===== src/rtl/mult_share_arbiter.sv =====
// mult_share_arbiter
//   Lets two requesters share one sequential multiplier. In IDLE a requester is
//   chosen (round-robin when both ask) and its operands are latched. The
//   multiplier start is then pulsed, the bench-side product is awaited and
//   returned to the winner. A watchdog ends the transaction with err=1 if the
//   multiplier never reports valid.
//
// Ports
//   clk, rst          clock (rising edge), asynchronous active-high reset
//   req0/a0/b0        requester 0 request (held until gnt0) and operands
//   req1/a1/b1        requester 1 request (held until gnt1) and operands
//   gnt0/gnt1         1-cycle pulse: operands of that requester captured
//   done0/done1       1-cycle pulse: res/err valid for that requester
//   res, err          last product (held until next done), watchdog abort flag
//   busy              high whenever the FSM is not in IDLE
//   m_start/m_a/m_b   multiplier start pulse and operands
//   m_out/m_valid     multiplier product and valid (level or pulse)
module mult_share_arbiter #(
  parameter int N       = 4,
  parameter int TIMEOUT = 32
) (
  input  logic           clk,
  input  logic           rst,
  input  logic           req0,
  input  logic [N-1:0]   a0,
  input  logic [N-1:0]   b0,
  input  logic           req1,
  input  logic [N-1:0]   a1,
  input  logic [N-1:0]   b1,
  output logic           gnt0,
  output logic           gnt1,
  output logic           done0,
  output logic           done1,
  output logic [2*N-1:0] res,
  output logic           err,
  output logic           busy,
  output logic           m_start,
  output logic [N-1:0]   m_a,
  output logic [N-1:0]   m_b,
  input  logic [2*N-1:0] m_out,
  input  logic           m_valid
);

  localparam logic [1:0] S_IDLE  = 2'd0;
  localparam logic [1:0] S_ISSUE = 2'd1;
  localparam logic [1:0] S_WAIT  = 2'd2;
  localparam logic [1:0] S_DONE  = 2'd3;

  localparam int TW = (TIMEOUT > 2) ? $clog2(TIMEOUT) : 1;
  localparam logic [TW-1:0] TIMER_LAST = TW'(TIMEOUT - 1);

  logic [1:0]     state_reg;
  logic [TW-1:0]  timer_reg;
  logic           rr_reg;      // requester preferred when both ask
  logic           owner_reg;   // requester of the transaction in flight
  logic           m_valid_q_reg;
  logic           gnt0_reg, gnt1_reg, done0_reg, done1_reg;
  logic [2*N-1:0] res_reg;
  logic           err_reg, busy_reg, m_start_reg;
  logic [N-1:0]   m_a_reg, m_b_reg;

  // Requester 0 wins when it is alone or when the pointer favours it.
  logic pick0;
  logic valid_rise;
  assign pick0      = req0 && (!req1 || !rr_reg);
  assign valid_rise = m_valid && !m_valid_q_reg;

  always_ff @(posedge clk or posedge rst) begin
    if (rst) begin
      state_reg     <= S_IDLE;
      timer_reg     <= '0;
      rr_reg        <= 1'b0;
      owner_reg     <= 1'b0;
      m_valid_q_reg <= 1'b0;
      gnt0_reg      <= 1'b0;
      gnt1_reg      <= 1'b0;
      done0_reg     <= 1'b0;
      done1_reg     <= 1'b0;
      res_reg       <= '0;
      err_reg       <= 1'b0;
      busy_reg      <= 1'b0;
      m_start_reg   <= 1'b0;
      m_a_reg       <= '0;
      m_b_reg       <= '0;
    end else begin
      // Pulse outputs default low; the edge detector tracks valid in every state.
      gnt0_reg      <= 1'b0;
      gnt1_reg      <= 1'b0;
      done0_reg     <= 1'b0;
      done1_reg     <= 1'b0;
      m_start_reg   <= 1'b0;
      m_valid_q_reg <= m_valid;
      case (state_reg)
        S_IDLE: begin
          if (pick0) begin
            m_a_reg   <= a0;
            m_b_reg   <= b0;
            owner_reg <= 1'b0;
            gnt0_reg  <= 1'b1;
            busy_reg  <= 1'b1;
            state_reg <= S_ISSUE;
          end else if (req1) begin
            m_a_reg   <= a1;
            m_b_reg   <= b1;
            owner_reg <= 1'b1;
            gnt1_reg  <= 1'b1;
            busy_reg  <= 1'b1;
            state_reg <= S_ISSUE;
          end
        end
        S_ISSUE: begin
          m_start_reg <= 1'b1;
          timer_reg   <= '0;
          state_reg   <= S_WAIT;
        end
        S_WAIT: begin
          // Completion is checked first so it wins over a same-cycle timeout.
          if (valid_rise) begin
            res_reg   <= m_out;
            err_reg   <= 1'b0;
            done0_reg <= !owner_reg;
            done1_reg <= owner_reg;
            state_reg <= S_DONE;
          end else if (timer_reg == TIMER_LAST) begin
            res_reg   <= '0;
            err_reg   <= 1'b1;
            done0_reg <= !owner_reg;
            done1_reg <= owner_reg;
            state_reg <= S_DONE;
          end else begin
            timer_reg <= timer_reg + 1'b1;
          end
        end
        default: begin  // S_DONE: done is visible now; hand priority over
          rr_reg    <= !owner_reg;
          busy_reg  <= 1'b0;
          state_reg <= S_IDLE;
        end
      endcase
    end
  end

  assign gnt0    = gnt0_reg;
  assign gnt1    = gnt1_reg;
  assign done0   = done0_reg;
  assign done1   = done1_reg;
  assign res     = res_reg;
  assign err     = err_reg;
  assign busy    = busy_reg;
  assign m_start = m_start_reg;
  assign m_a     = m_a_reg;
  assign m_b     = m_b_reg;

endmodule


===== config.mk =====
export PLATFORM = sky130hd
export DESIGN_NAME = mult_share_arbiter
export DESIGN_NICKNAME = d
export VERILOG_FILES = /design/src/rtl/mult_share_arbiter.sv
export SDC_FILE = /design/constraint.sdc
export NUM_CORES = 1
export LEC_CHECK = 0
export ABC_AREA = 0
export CAP_MARGIN = 10
export CORE_MARGIN = 5
export CORE_UTILIZATION = 43
export DETAILED_ROUTE_END_ITERATION = 10
export GPL_TIMING_DRIVEN = 1
export PLACE_DENSITY = 0.77
export SYNTH_ARGS = -nofsm -noshare
export SYNTH_HDL_FRONTEND = slang
export SYNTH_SLANG_ARGS = --single-unit

===== constraint.sdc =====
create_clock -name clk -period 2.2 [get_ports clk]
set_clock_uncertainty 0.2 [all_clocks]
set_input_delay 0.22 -clock clk [delete_from_list [all_inputs] [get_ports clk]]
set_output_delay 0.22 -clock clk [all_outputs]
set_load 0.01 [all_outputs]

* Yosys cells after proc, flatten, opt, wreduce, memory -nomap -nowiden
Index checks and enable logic that the tools add are counted.
Word-level totals: register bits 33, input bits 29, output and inout port bits 23, logic and storage cells 74
Cells by class: $add $sub $neg 1, eq/ne operators 7, muxes and demuxes 32, bitwise logic cells 1, reductions and logical operators 18
Operators with widths (number):
- $mux 1 | 17
- $mux 4 | 4
- $mux 8 | 2
- $mux 5 | 2
- $pmux 5 s2 | 1
- $mux 2 | 4
- $reduce_and 2->1 | 4
- $ne 3x3->1 const B | 2
- $pmux 2 s3 | 1
- $reduce_bool 2->1 | 3
- $add 5x1->5 const B | 1
- $eq 5x5->1 const B | 1
- $logic_not 1->1 | 4
- $ne 2x2->1 const B | 2
- $reduce_and 3->1 | 1
- $reduce_or 3->1 | 1
- $eq 2x1->1 const B | 1
- $eq 2x2->1 const B | 1
- $logic_and 1x1->1 | 2
- $logic_not 2->1 | 1
- $pmux 1 s2 | 1
- $reduce_or 2->1 | 1
- $logic_or 1x1->1 | 1
- $not 1->1 | 1

* Logic depth before layout (Yosys ltp)
Gate-level depths: netlist of the first run.
depth after elaboration 5, gate-level depth with buffers 7, gate-level depth less buffers 6

* Worst setup path before layout of the first run
OpenSTA, ideal clock, no wires.
kind register to register, from reg timer_reg[0], to reg state_reg[1], setup time 128 ps, data arrival time 1558 ps, data required time 1872 ps, slack 314 ps, cell stages (with the launch flop) 7, path buffers 0, clock period less this slack 1886 ps, cells stage by stage dfrtp_1 > ha_1 > and3_1 > ha_1 > and2b_4 > a22oi_2 > mux2_1
Between the ends: cells in the longest elaborated chain, start to end 3
Ends and longest elaborated chain:
- from (decl) | line 53 | logic [TW-1:0] timer_reg;
- from (signal assigned) | line 131 | timer_reg <= timer_reg + 1'b1;
- $eq 5x5->1 | line 124 | end else if (timer_reg == TIMER_LAST) begin
- $ne 3x3->1 (no source line)
- $reduce_and 2->1 (no source line)
- to (signal assigned) | line 123 | state_reg <= S_DONE;
- to (signal assigned) | line 129 | state_reg <= S_DONE;
- to (signal assigned) | line 137 | state_reg <= S_IDLE;
- to (decl) | line 52 | logic [1:0] state_reg;
Every way passes these cells. A chain may end at the register's enable or synchronous reset.

* Worst setup path after layout of the first run
Same ends and word-level chain as after synthesis.

==> summary.md, run 1 <==
| Metric | Value |
|---|---|
| Slew HR | 0.738 |
| CTS Buf Count | 5 |
| Power after layout | 2.57 mW |
| HPWL after DPL | around 2500 um |
| Gpl congestion | a little over 0.8 |
| Via count | about 1200 |
| Die W | between 60 and 70 um |
| Max-slew violations | 0 |
| Port bufs | just over 50 |
| Flip-flop and latch count after synthesis | 33 |
| First-pass GRT wire length | around 5200 um |
| Row cnt | 21 |
| CP Class | flip-flop to flip-flop |
| Final ANT Viol Nets | 0 |
| Post-route setup TNS | 0 ns |
| Tcrit/Tclk final | 0.914 |
| CTS root buffer | clkbuf_4 |
| Cell count after synthesis | roughly 140 |
| Area Growth Syn to Fin | 41.3% |
| Largest register FFs | 8 |
| Resized cells post-CTS | 0 |
| # setup viols final | 0 |
| Max-cap violations | 0 |
| Peak VDD IR | 0.546 mV |
| Starting Density | 0.442 |
| Highest clock rate | 0.498 GHz |
| CORE AREA | 3340 um2 |
| Commonest non-fill, non-tap cell in the layout | clkdlybuf4s50_1 |
| Period minus WS final | 2.01 ns |
| CP required | 2.21 ns |
| Post-Route Utilization | 0.624 |
| Drt via density | 4.92 |
| Design area | 2080 um2 |
| Vias in the first global route | 1150 |
| Worst-Margin Slew | roughly 0.39 ns |
| H-tree levels | 2 |
| Initial antenna violation count | 0 |
| Die area | 4700 um2 |
| GRT Util Overall | 0.155 |
| Die Y | 68.5 um |
| Pin count of the biggest net entering global routing | 34 |
| DRT Pass-1 Iters | 4 |
| Starting DRT DRC Count | 71 |
| Hold_buf cts | 0 |
| Post-Syn Area per Cell | approximately 11 um2 |
| Clock transition at path regs | 0.09 ns |
| Leakage | 0.919 nW |
| Total setup buffers inserted after CTS | 0 |
| Status | complete, no violations |
| Place WS | roughly 0.19 ns |
| Routed WL | 3230 um |
| Net count after synthesis | 170 |
| Share of cells above drive strength 1 | 0.0890 |
| Data arrival, critical path | 2.02 ns |
| Synth Warn # | 0 |
| Placed instance area | slightly above 2000 um2 |
| Clock sink count | 33 |
| Mapped cell area | about 1500 um2 |
| I/O Pins | 52 |
| Drt drc | 0 |
| Worst Hold Class | primary input to async pin |
| Congestion Overflow GR | 0 |
| Maximum buffer depth of the clock tree | 2 |
| Worst Setup Start Kind | flip-flop |
| Hold Vio Cnt, Final | 0 |
| CTS tree | yes |
| Filler Cells Inserted | 280 |
| Worst Path Max Fanout | 4 |
| PnR worst setup slack | between 0.15 and 0.2 ns |
| Clk Latency, worst-skew pair | 0.32 ns |
| RSZ-0062 raised after global routing | no |
| N_diodes | 0 |
| Yosys cell types | 30 |
| Final #Nets | 226 |
| P per Cell Area | between 1000 and 1500 nW/um2 |
| Critical path endpoint category | flip-flop |
| Commonest cells after routing, fill and taps aside | clkdlybuf4s50_1, dfrtp_1, nand2_1 |
| Routed wire per std cell | 13.6 um |
| Register area share after synthesis | 0.560 |
-- kinds of logic (layout without fill, tap and decap cells) --
| kind of cell | count (synthesis) | in the layout | synth area share |
|---|---|---|---|
| DFF | 33 | 33 | 0.560 |
| xor gates and xnor gates | 1 | 1 | 0.00594 |
| AOI/OAI and AO/OA | 35 | 35 | 0.182 |
| and+or+nand+nor | 48 | 48 | 0.153 |
| buffers and inverters | 11 | 67 | 0.0407 |
| muxes | 1 | 1 | 0.00764 |
| adders and majority gates | 6 | 6 | 0.0509 |
-- where the power goes --
part | internal, mW | switching, mW | total (mW)
Clock | 0.151 | 0.183 | 0.333
Combinational | 0.668 | 0.554 | 1.22
Sequential | 0.861 | 0.156 | 1.02
-- Yosys cell counts --
cell type  count  area, um2
nand2_1       19       71.3
a21bo_1        1       10.0
mux2_1         1       11.3
a21boi_2       1       11.3
o22a_1         1       8.76
a31o_1         1       8.76
nand2b_1       5       31.3
and2b_4        1       10.0
ha_1           6       75.1
a31oi_1        6       37.5
buf_2          3       15.0
nor2b_4        1       13.8
a211oi_1       1       7.51
a22o_1         8       70.1
dfrtp_1       33        826
a21oi_1        4       20.0
nand3_1        3       15.0
o21a_1         1       7.51
inv_1          6       22.5
nor2_2         2       12.5
nor2_1        14       52.6
o21ai_1        5       25.0
and3_1         2       12.5
a31oi_2        2       25.0
and2_1         1       6.26
a22oi_2        1       12.5
o211ai_1       2       15.0
xor2_1         1       8.76
buf_6          2       22.5
o32ai_1        1       8.76
-- final timing paths --
check | from | end | slack (ns) | depth (start not counted)
min in group clk | m_valid | m_valid_q_reg | 0.21 | 1
worst max register to register | timer_reg[0] | state_reg[1] | 0.19 | 6
max in group asynchronous | rst | state_reg[0] | 1.44 | 3
worst min-delay path | rst | gnt0 | 0.08 | 3
worst min register to register | owner_reg | done0 | 0.30 | 1
worst max-delay path | timer_reg[0] | state_reg[1] | 0.19 | 6
-- per-stage QoR --
step                std cells  hold WS (ns)
floorplan                 135        0.0514
global placement          230         0.281
detailed placement        230         0.284
CTS                       237        0.0794
global route              237         0.106
finish                    237        0.0780
-- layer usage --
layer  GRT usage  vias up  share of wire
met5           0        -              0
met3      0.0421        7          0.065
li1            -      578              -
met2       0.244       31           0.49
met1       0.188      549           0.42
met4      0.0943        0          0.024
-- area by class of cell --
cell class | count | area [um2] | share of cell area
multi-input cells | 91 | 588 | 0.282
repair buffers | 54 | 533 | 0.256
well taps | 46 | 57.6 | 0.0276
clock buffers | 7 | 55.1 | 0.0264
inverters | 6 | 22.5 | 0.0108
flip-flops and latches | 33 | 826 | 0.397
-- critical path, cell delays in order, from the launching register on --
cell     delay, ns
dfrtp_1       0.40
ha_1          0.20
and3_1        0.17
ha_1          0.18
and2b_4       0.21
a22oi_2       0.20
mux2_1        0.34
Note: power is estimated with default switching activity, not from simulation.
==> run 2: changes to the inputs <==
--- a/config.mk
+++ b/config.mk
@@ -10,7 +10,6 @@
 export CORE_MARGIN = 5
 export CORE_UTILIZATION = 43
 export DETAILED_ROUTE_END_ITERATION = 10
-export GPL_TIMING_DRIVEN = 1
 export PLACE_DENSITY = 0.77
 export SYNTH_ARGS = -nofsm -noshare
 export SYNTH_HDL_FRONTEND = slang
==> results of run 2 <==
Final layout, timing and power as in run 1 (identical DEF).
